### config.mk
export PLATFORM = sky130hd
export DESIGN_NAME = lcd_timing_gen
export DESIGN_NICKNAME = d
export VERILOG_FILES = /design/src/rtl/lcd_timing_pkg.sv /design/src/rtl/lcd_delay_line.sv /design/src/rtl/lcd_timing_gen.sv
export SDC_FILE = /design/constraint.sdc
export NUM_CORES = 1
export LEC_CHECK = 0
export BUFFER_PORTS_ARGS = -buffer_cell sky130_fd_sc_hd__buf_2
export CELL_PAD_IN_SITES_DETAIL_PLACEMENT = 1
export CELL_PAD_IN_SITES_GLOBAL_PLACEMENT = 1
export CORE_ASPECT_RATIO = 2
export CORE_MARGIN = 2
export CORE_UTILIZATION = 43
export DETAILED_ROUTE_END_ITERATION = 12
export PLACE_DENSITY_LB_ADDON = 0.12
export SKIP_CTS_REPAIR_TIMING = 1
export SYNTH_ARGS = -nofsm -noshare
export SYNTH_HDL_FRONTEND = slang
export SYNTH_SLANG_ARGS = --single-unit
### constraint.sdc
create_clock -name clk -period 2.3 [get_ports clk]
set_input_delay 0.46 -clock clk [delete_from_list [all_inputs] [get_ports clk]]
set_output_delay 0.46 -clock clk [all_outputs]
set_load 0.01 [all_outputs]
### src/rtl/lcd_timing_pkg.sv
// rtl/lcd_timing_pkg.sv - default 480x272 panel timing and counter/region helpers
// Provides the default timing set, derived totals and counter widths, and the
// region decode helpers shared by the timing generator.
package lcd_timing_pkg;

    localparam int DEF_H_ACTIVE = 480;
    localparam int DEF_H_FP     = 2;
    localparam int DEF_H_SYNC   = 41;
    localparam int DEF_H_BP     = 2;
    localparam int DEF_V_ACTIVE = 272;
    localparam int DEF_V_FP     = 2;
    localparam int DEF_V_SYNC   = 10;
    localparam int DEF_V_BP     = 2;
    localparam int DEF_READ_LAT = 2;

    function automatic int calc_total(input int active, input int fp, input int sync, input int bp);
        return active + fp + sync + bp;
    endfunction

    function automatic int cnt_width(input int total);
        return (total > 1) ? $clog2(total) : 1;
    endfunction

    function automatic logic in_active(input int cnt, input int active);
        return cnt < active;
    endfunction

    // Sync region starts right after the front porch.
    function automatic logic in_sync(input int cnt, input int active, input int fp, input int sync);
        return (cnt >= active + fp) && (cnt < active + fp + sync);
    endfunction

endpackage

### src/rtl/lcd_delay_line.sv
// rtl/lcd_delay_line.sv - fixed-depth shift pipeline with per-bit reset value
// Ports: clk, reset (sync, active-high), din[WIDTH], dout[WIDTH] (din delayed DEPTH cycles).
module lcd_delay_line #(
    parameter int               WIDTH     = 1,
    parameter int               DEPTH     = 1,
    parameter logic [WIDTH-1:0] RESET_VAL = '0
) (
    input  logic             clk,
    input  logic             reset,
    input  logic [WIDTH-1:0] din,
    output logic [WIDTH-1:0] dout
);

    logic [WIDTH-1:0] stage [DEPTH];

    always_ff @(posedge clk) begin
        if (reset) begin
            for (int i = 0; i < DEPTH; i++) begin
                stage[i] <= RESET_VAL;
            end
        end else begin
            stage[0] <= din;
            for (int i = 1; i < DEPTH; i++) begin
                stage[i] <= stage[i-1];
            end
        end
    end

    assign dout = stage[DEPTH-1];

endmodule

### src/rtl/lcd_timing_gen.sv
// rtl/lcd_timing_gen.sv - RGB-parallel LCD timing generator with pixel-request lookahead
// Ports: clk (pixel clock), reset (sync, active-high), run (enable);
//        req_valid/req_x/req_y: pixel request READ_LAT cycles ahead of the panel;
//        lcd_de/lcd_hs/lcd_vs: panel timing; pix_x/pix_y: pixel under lcd_de;
//        frame_start/line_start: pulses coincident with first DE of frame / line.
module lcd_timing_gen
    import lcd_timing_pkg::*;
#(
    parameter int   H_ACTIVE = DEF_H_ACTIVE,
    parameter int   H_FP     = DEF_H_FP,
    parameter int   H_SYNC   = DEF_H_SYNC,
    parameter int   H_BP     = DEF_H_BP,
    parameter int   V_ACTIVE = DEF_V_ACTIVE,
    parameter int   V_FP     = DEF_V_FP,
    parameter int   V_SYNC   = DEF_V_SYNC,
    parameter int   V_BP     = DEF_V_BP,
    parameter int   READ_LAT = DEF_READ_LAT,
    parameter logic HS_POL   = 1'b0,
    parameter logic VS_POL   = 1'b0,
    localparam int  H_TOTAL  = calc_total(H_ACTIVE, H_FP, H_SYNC, H_BP),
    localparam int  V_TOTAL  = calc_total(V_ACTIVE, V_FP, V_SYNC, V_BP),
    localparam int  XW       = cnt_width(H_TOTAL),
    localparam int  YW       = cnt_width(V_TOTAL)
) (
    input  logic          clk,
    input  logic          reset,
    input  logic          run,
    output logic          req_valid,
    output logic [XW-1:0] req_x,
    output logic [YW-1:0] req_y,
    output logic          lcd_de,
    output logic          lcd_hs,
    output logic          lcd_vs,
    output logic [XW-1:0] pix_x,
    output logic [YW-1:0] pix_y,
    output logic          frame_start,
    output logic          line_start
);

    localparam logic [XW-1:0] H_LAST = XW'(H_TOTAL - 1);
    localparam logic [YW-1:0] V_LAST = YW'(V_TOTAL - 1);

    // Pipeline word layout, LSB first: vs, hs, y, x, valid, line_start, frame_start.
    localparam int PW     = 5 + XW + YW;
    localparam int Y_LSB  = 2;
    localparam int X_LSB  = 2 + YW;
    localparam int V_BIT  = 2 + YW + XW;
    // Sync bits carry the panel level, so the idle word holds them inactive.
    localparam logic [PW-1:0] PIPE_RST = {3'b000, {XW{1'b0}}, {YW{1'b0}}, ~HS_POL, ~VS_POL};

    logic          run_q;
    logic [XW-1:0] h_cnt;
    logic [YW-1:0] v_cnt;

    always_ff @(posedge clk) begin
        if (reset) begin
            run_q <= 1'b0;
            h_cnt <= '0;
            v_cnt <= '0;
        end else begin
            run_q <= run;
            if (!run_q) begin
                // Held at the origin so a restart always begins a fresh frame.
                h_cnt <= '0;
                v_cnt <= '0;
            end else if (h_cnt == H_LAST) begin
                h_cnt <= '0;
                v_cnt <= (v_cnt == V_LAST) ? '0 : v_cnt + 1'b1;
            end else begin
                h_cnt <= h_cnt + 1'b1;
            end
        end
    end

    logic          h_act, v_act, h_syn, v_syn;
    logic          s0_valid_n, s0_hs_n, s0_vs_n, s0_ls_n, s0_fs_n;
    logic [XW-1:0] s0_x_n;
    logic [YW-1:0] s0_y_n;

    assign h_act = in_active(32'(h_cnt), H_ACTIVE);
    assign v_act = in_active(32'(v_cnt), V_ACTIVE);
    assign h_syn = in_sync(32'(h_cnt), H_ACTIVE, H_FP, H_SYNC);
    assign v_syn = in_sync(32'(v_cnt), V_ACTIVE, V_FP, V_SYNC);

    assign s0_valid_n = run_q & h_act & v_act;
    assign s0_x_n     = s0_valid_n ? h_cnt : '0;
    assign s0_y_n     = s0_valid_n ? v_cnt : '0;
    assign s0_hs_n    = (run_q & h_syn) ? HS_POL : ~HS_POL;
    assign s0_vs_n    = (run_q & v_syn) ? VS_POL : ~VS_POL;
    assign s0_ls_n    = s0_valid_n & (h_cnt == '0);
    assign s0_fs_n    = s0_ls_n & (v_cnt == '0);

    logic [PW-1:0] s0;

    always_ff @(posedge clk) begin
        if (reset) begin
            s0 <= PIPE_RST;
        end else begin
            s0 <= {s0_fs_n, s0_ls_n, s0_valid_n, s0_x_n, s0_y_n, s0_hs_n, s0_vs_n};
        end
    end

    assign req_valid = s0[V_BIT];
    assign req_x     = s0[X_LSB +: XW];
    assign req_y     = s0[Y_LSB +: YW];

    logic [PW-1:0] disp;

    lcd_delay_line #(
        .WIDTH     (PW),
        .DEPTH     (READ_LAT),
        .RESET_VAL (PIPE_RST)
    ) u_delay (
        .clk   (clk),
        .reset (reset),
        .din   (s0),
        .dout  (disp)
    );

    assign {frame_start, line_start, lcd_de, pix_x, pix_y, lcd_hs, lcd_vs} = disp;

endmodule

# After elaboration in Yosys (flattened, before gate mapping)
# Memory sizes are Yosys's and may differ from the RTL's.
# Index checks and enable logic that the tools add are counted.
[word_totals]
reg_bits = 44
mem_bits_rw = 48
input_bits = 3
output_inout_bits = 44
wordCells = 41
memories = 1
[mem_list]
columns = ["memory", "words", "width", "read_ports", "rd_ports_with_merged_regs", "wr", "line", "source"]
rows = [
  ["u_delay.stage", 2, 24, 2, 0, 2, "lcd_delay_line.sv:14", "logic [WIDTH-1:0] stage [DEPTH];"],
]
[classes]
addsub = 2
order_cmp = 6
n_eq_ne = 2
muxes = 8
n_bitwise = 10
reduce_logical = 7
[op_table]
columns = ["operator", "n"]
rows = [
  ["24-bit two-way mux", 2],
  ["9-bit less-than comparator (second input constant)", 2],
  ["10-bit by 1-bit adder with 10-bit output (second input constant)", 1],
  ["10-bit == test (second input constant)", 1],
  ["10-bit by 9-bit greater-or-equal comparator with 1-bit output (second input constant)", 1],
  ["10-bit logical NOT", 1],
  ["10-bit less-than comparator (second input constant)", 1],
  ["10-bit by 9-bit less-than comparator with 1-bit output (second input constant)", 1],
  ["9-bit by 1-bit adder with 9-bit output (second input constant)", 1],
  ["9-bit == test (second input constant)", 1],
  ["9-bit greater-or-equal comparator (second input constant)", 1],
  ["9-bit logical NOT", 1],
  ["9-bit two-way mux", 1],
  ["1-bit bitwise AND", 6],
  ["1-bit two-way mux", 5],
  ["2-bit OR reduction", 2],
  ["3-bit OR reduction", 1],
  ["1-bit logical AND", 2],
  ["1-bit NOT", 2],
  ["1-bit bitwise OR", 2],
]

# Longest topological paths before layout
# Gate-level depths: netlist of run 1.
[depth]
ltp_word = 5
mapped_depth = 6
mapped_depth_nobuf = 6

# Modules after synthesis
# From an unflattened synthesis of run 1, not the netlist that was laid out.
[unflattened]
hier_cells = 317
area_unflattened_um2 = 3305.7
[by_module_without_submodules]
columns = ["module", "n_inst", "cells_per_inst", "area_each_um2"]
rows = [
  ["lcd_timing_gen", 1, 192, 1824.2],
  ["lcd_delay_line", 1, 125, 1481.4],
]

# Least setup slack after synthesis of run 1
# Ideal clock, no wire load.
[synth_path]
path_kind = "register to register"
start = "reg h_cnt[0]"
end = "reg v_cnt[5]"
arrival_time_ns = 1.605
required_time_ns = 2.228
setup_slack_ns = 0.623
stages_incl_launch_ff = 7
n_path_buf = 0
path_cell_list = "dfxtp_1 -> inv_1 -> ha_1 -> nand2b_1 -> nand3b_2 -> or4_1 -> a21oi_1"
[synth_between]
elab_chain_len = 1
[synth_lines]
columns = ["element", "line", "source"]
rows = [
  ["start: declaration", "lcd_timing_gen.sv:52", "logic [XW-1:0] h_cnt;"],
  ["start signal: assignment", "lcd_timing_gen.sv:70", "h_cnt <= h_cnt + 1'b1;"],
  ["10-bit == test", "lcd_timing_gen.sv:66", "end else if (h_cnt == H_LAST) begin"],
  ["end signal: assignment", "lcd_timing_gen.sv:68", "v_cnt <= (v_cnt == V_LAST) ? '0 : v_cnt + 1'b1;"],
  ["end: declaration", "lcd_timing_gen.sv:53", "logic [YW-1:0] v_cnt;"],
]
# No other way between the ends.
# A chain may end at the register's enable or synchronous reset.

# Worst setup path after layout of run 1
# Ends and elaborated chain as after synthesis.

==> results of run 1 <==
-- through the flow --
stage                     area [um^2]  worst slack [ps]  hold slack (ps)  util, %
after CTS                        3600             304.3            339.7    48.07
after global placement           3323             526.5            391.3    44.38
after floorplan                  3282             623.1            389.5        -
after global routing             3600             192.6            338.5    48.07
final                            3600             319.1            342.1    48.07
after detailed placement         3323             383.8            401.6    44.38
-- kinds of logic (layout without fill, tap and decap cells) --
family	after synthesis	in the layout	synth area share [%]
AND/OR/NAND/NOR	139	139	25.43
buffers and inverters	57	72	10.94
multiplexers	1	1	0.3050
adder cells (fa/ha/maj)	5	5	1.906
flip-flops	92	92	56.12
XOR/XNOR	11	11	2.936
AO/OA/AOI/OAI	13	13	2.249
other	1	1	0.1143
-- cells in the mapped netlist (5+ instances only) --
library cell	count	area, um^2
nor2_1	15	56.30
nor3_1	10	50.05
clkbuf_1	11	41.29
a21oi_1	6	30.03
ha_1	5	62.56
buf_4	38	285.3
xnor2_1	9	78.83
dfxtp_1	92	1842
nor2b_1	46	287.8
inv_1	6	22.52
nand4_1	8	50.05
nand3_1	6	30.03
nand2_1	11	41.29
and2_1	18	112.6
-- layer usage --
metal / vias up / routed length (um)
met4: 0 / 176
met1: 930 / 2363
met5: - / 0
met3: 14 / 231
li1: 1017 / -
met2: 41 / 3071
-- layout make-up --
class / count / area share (%)
sequential: 92 / 51.16
multi-input combinational: 170 / 30.03
timing repair buffer: 50 / 7.230
clock buffer: 10 / 6.361
tap: 94 / 3.267
clock inverter: 6 / 1.321
inverter: 6 / 0.6257
-- final timing paths --
check	endpoint	slack, ps	cells after the start
worst min register to register	u_delay.stage[0][25]	410	1
worst min-delay path	run_q	340	2
worst max-delay path	v_cnt[5]	320	6
worst max register to register	v_cnt[5]	320	6
-- registers in the layout, indices dropped and copies added, names as in the netlist --
| register | cells |
|---|---|
| h_cnt | 10 |
| run_q | 1 |
| v_cnt | 9 |
| s0 | 24 |
| u_delay.stage | 48 |
-- critical path: cells and delay by family (launching register included) --
family          cells  cell delay, ps
compound gates      1             210
fa+ha+maj           1             130
buf+inv             1              70
flops               1             360
simple gates        3            1120
-- power by group through the flow --
| stage | logic, mW | clock network, mW | registers (mW) |
|---|---|---|---|
| after floorplan | 0.0301 | 0 | 1.64 |
| after global routing | 0.0485 | 1.46 | 1.61 |
| after detailed placement | 0.0438 | 0 | 1.64 |
| after global placement | 0.0427 | 0 | 1.64 |
| after CTS | 0.0441 | 1.39 | 1.61 |
| final | 0.0425 | 1.35 | 1.61 |
-- cells in the final DEF, fill, tap and decap left out, drive strengths merged, types with 2 or more instances in the layout --
| cell type | Yosys | routed |
|---|---|---|
| clkbuf | 11 | 10 |
| or2 | 4 | 4 |
| and3 | 4 | 4 |
| nand4 | 8 | 8 |
| nor2 | 15 | 15 |
| or4 | 3 | 3 |
| nand3 | 6 | 6 |
| nor3 | 10 | 10 |
| ha | 5 | 5 |
| o31ai | 2 | 2 |
| buf | 40 | 50 |
| nand2b | 2 | 2 |
| and2 | 18 | 18 |
| a21oi | 6 | 6 |
| nor4 | 5 | 5 |
| and4 | 2 | 2 |
| clkinv | 0 | 3 |
| nand2 | 11 | 11 |
| dfxtp | 92 | 92 |
| xor2 | 2 | 2 |
| xnor2 | 9 | 9 |
| nor2b | 46 | 46 |
| o21ai | 4 | 4 |
| inv | 6 | 8 |
==> results.toml, run 1 <==
[power]
irDropWorstVdd_mv = 0.4138
p_sw_uw = 641.9
p_int_mw = 2.356
combPwrFrac_pct = 1.4
p_clk_share_pct = 45.0
p_total_mw = 2.998
p_leak_nw = 1.461
swShare_pct = 21.41
p_seq_share_pct = 53.5
powerDensity_mw_per_mm2 = 832.9

[cells_and_area]
finalNonFillerCells = 428
fillers = 862
area_delta_synth_final_pct = 9.683
seqCellArea_mm2 = 0.001842
diodes = 0
fin_nets = 337
multiInputGateArea_mm2 = 0.001081
drive_gt1_share_pct = 22.16

[cts]
cts_tree = "built"
clock_path_buffers = 2
htree_levels = 3
clkSinkCount = 92
cts.clk_slew.worst_paths_ps = 60
root_buffer = "clkbuf_16"
cts_buffers = 9
insertion_delay_ps = 340

[routing]
vias_per_cell = 4.678
vias = 2002
drtIter0Drc = 116
drc_errors = 0
avgRoutedWirePerCell_um = 13.65
routed_wl_um = 5842
drtPass1Iterations = 4
ant_nets = 0

[worst_setup_path]
reg2reg_from = "h_cnt[0]"
startpoint_type = "register"
required_ps = 2550
critPathKind = "reg -> reg"
slowest_delay_ps = 560
crit_path_start = "h_cnt[0]"
end_kind = "register"
critPathSlowestCell = "or4_1"
path_max_fanout = 10
cp_cell_sequence = "inv_1 > ha_1 > nand2b_1 > nand3b_2 > or4_1 > a21oi_1"
worstPathArrival_ps = 2230

[global_route]
use_met2_pct = 24.00
use_met3_pct = 3.433
grt_use_total_pct = 14.94
grt_pass1_wl_um = 9384
antenna_found_initial = 0
top_usage_layer = "met2"
first_global_vias = 1895
grt_use_met1_pct = 17.68
overflow = 0
grt_max_degree = 51

[synth]
syn-mean-instance-area_um2 = 10.29
ys_seq_elements = 92
yosysUniqueCellTypes = 35
syn-num-nets = 327
synth-seq-area-share_pct = 56.12
synth_warnings = 0
synthCells = 319
synth_edf_count = 0
ys.flop_type = "dfxtp_1"
synthArstFlopShare_pct = 0
netlist_area_mm2 = 0.003282

[timing]
period_needed_ps = 1981
fin_skew_ps = 5.907
slew_violations = 0
setup_viol_count_final = 0
worst_pin_slew_ps = 535.4
finalCritPeriodShare_pct = 86.13
tns_ps = 0
hold_viol_final = 0
max_slew_margin_pct = 63.93
fmax_ghz = 0.5048
rsz0062_at_grt = "no"

[placed_design]
dp_cells = 412
place_congestion = 0.8022
io_buffer_count = 46
post-dp-hpwl_um = 4059

[run_status]
status = "complete, no violations"

[floorplanning]
num_rows = 45
die_w_um = 65.78
io_pins = 47
dieArea_mm2 = 0.008390
die-height_um = 127.6
core-area_mm2 = 0.007488
initial_utilization_pct = 43.83

[min_path]
hp-start = "run"
hold_class = "in -> reg"

[job]
cap_viol_max_count = 0
Note: power is estimated with default switching activity, not from simulation.
==> inputs of run 2 (changes only) <==
--- a/config.mk
+++ b/config.mk
@@ -10,7 +10,8 @@
 export CELL_PAD_IN_SITES_GLOBAL_PLACEMENT = 1
 export CORE_ASPECT_RATIO = 2
 export CORE_MARGIN = 2
-export CORE_UTILIZATION = 43
+export CORE_UTILIZATION = 45
+export CTS_BUF_LIST = sky130_fd_sc_hd__clkbuf_8
 export DETAILED_ROUTE_END_ITERATION = 12
 export PLACE_DENSITY_LB_ADDON = 0.12
 export SKIP_CTS_REPAIR_TIMING = 1
==> run 2 against run 1 <==
  * Power is 9.6% lower
  * Wire length is 1.6% lower
  * Global-route usage is 0.78 points higher
  * Sequential power hardly changed
  * Hold slack worse by 8.8 ps
  * Maximum frequency is 3.6% higher
  * Critical endpoint is now v_cnt[8]
  * Largest cell class unchanged
==> results.toml, run 2 (synthesis results as in run 1) <==
[routing]
drtIter0Drc = 76
routed_wl_um = 5747
avgRoutedWirePerCell_um = 13.49
drc_errors = 0
ant_nets = 0
drtPass1Iterations = 4
vias_per_cell = 4.756
vias = 2026

[worst_setup_path]
critPathKind = "reg -> reg"
worst-path-buf-inv = 1
worstPathArrival_ps = 2130
critPathSlowestCell = "o21ai_0"
slowest_delay_ps = 560
required_ps = 2520
end_kind = "register"
cp_cell_sequence = "inv_1 > ha_1 > nand2b_1 > nand3b_2 > o21ai_0 > a21oi_1"
crit_family = "compound AO/OA/AOI/OAI gates"
startpoint_type = "register"
path_max_fanout = 10

[placed_design]
post-dp-hpwl_um = 4077
pre_cts_ws_ps = 436.2
io_buffer_count = 46
place_congestion = 0.8201
post_dp_cell_area_mm2 = 0.003321

[cells_and_area]
diodes = 0
top_regs = "u_delay.stage: 48 flops, s0: 24 flops, h_cnt: 10 flops"
final_common_cell = "dfxtp_1"
area_delta_synth_final_pct = 7.244
seqCellArea_mm2 = 0.001842
drive_gt1_share_pct = 22.16
fillers = 823
fin_util_pct = 49.18
fin_nets = 337
regMostFlops = "u_delay.stage"
multiInputGateArea_mm2 = 0.001081
largest_register_ffs = 48
final_cell_area_mm2 = 0.003520
final_cell_mix = "dfxtp_1, nor2b_1, buf_2"

[global_route]
grt_pass1_wl_um = 9577
grt_max_degree = 51
antenna_found_initial = 0
grt_use_total_pct = 15.72
overflow = 0
first_global_vias = 1960

[floorplanning]
io_pins = 47
core-area_mm2 = 0.007157
initial_utilization_pct = 45.86
die-height_um = 124.8
dieArea_mm2 = 0.008033
num_rows = 44
die_w_um = 64.39

[cts]
root_buffer = "clkbuf_8"
cts_buffers = 9
cts_tree = "built"
cts.clk_slew.worst_paths_ps = 90
clkSinkCount = 92
htree_levels = 3
insertion_delay_ps = 360
clock_path_buffers = 2

[power]
powerDensity_mw_per_mm2 = 770.4
irDropWorstVdd_mv = 0.3664
p_leak_nw = 1.425

[timing]
setup_ws_ps = 387.7
rsz0062_at_grt = "no"
setup_viol_count_final = 0
slew_violations = 0
whs_ps = 333.3
hold_viol_final = 0
max_slew_margin_pct = 59.98
finalCritPeriodShare_pct = 83.14
period_needed_ps = 1912
fmax_ghz = 0.5229
worst_pin_slew_ps = 594.0
tns_ps = 0
fin_skew_ps = 10.26

[job]
cap_viol_max_count = 0

[run_status]
status = "complete, no violations"

[min_path]
hold_class = "in -> reg"
-- run 2: cell count changes in the layout (fill, tap and decap cells not counted), sizes merged --
cell	previous run	this run
clkinv	3	1
clkbuf	10	9
bufinv	0	1
clkinvlp	1	2
inv	8	9
-- run 2: report_power, final --
group | internal (mW) | total, mW | leakage (nW) | switching (mW)
Sequential | 1.60 | 1.60 | 0.743 | 0.00365
Clock | 0.507 | 1.07 | 0.0976 | 0.558
Combinational | 0.0131 | 0.0426 | 0.584 | 0.0295
-- run 2: worst paths after layout --
path	start	endpoint	cells after the start	slack [ps]
hold reg to reg	u_delay.stage[0][1]	u_delay.stage[0][25]	1	420
setup / recovery	h_cnt[0]	v_cnt[8]	6	390
setup reg to reg	h_cnt[0]	v_cnt[8]	6	390
hold / removal	run	run_q	2	330
-- run 2: per-stage QoR --
step	total power [mW]	instances
final	2.712	426
after global routing	2.820	426
after CTS	2.752	426
after detailed placement	1.685	410
after global placement	1.684	410
after floorplan	1.672	319
-- run 2: cell type report --
class / instances / share of cell area, %
Tap cell: 92 / 3.271
Clock buffer: 9 / 3.519
Inverter: 6 / 0.6399
Timing Repair Buffer: 50 / 7.394
Multi-Input combinational cell: 170 / 30.71
Clock inverter: 7 / 2.133
Sequential cell: 92 / 52.33
-- run 2: worst register-to-register path: stages, from the launching register on --
cell,delay (ps)
dfxtp_1,370
inv_1,80
ha_1,140
nand2b_1,160
nand3b_2,370
o21ai_0,560
a21oi_1,100
-- run 2: routing by layer --
layer  GRT usage, %  part of all wire (%)  up-vias
met5              0                     0        -
met4          9.262                   3.0        0
met3          4.607                   4.3       13
met2          24.94                    50       46
met1          18.43                    42      952
li1               -                     -     1015
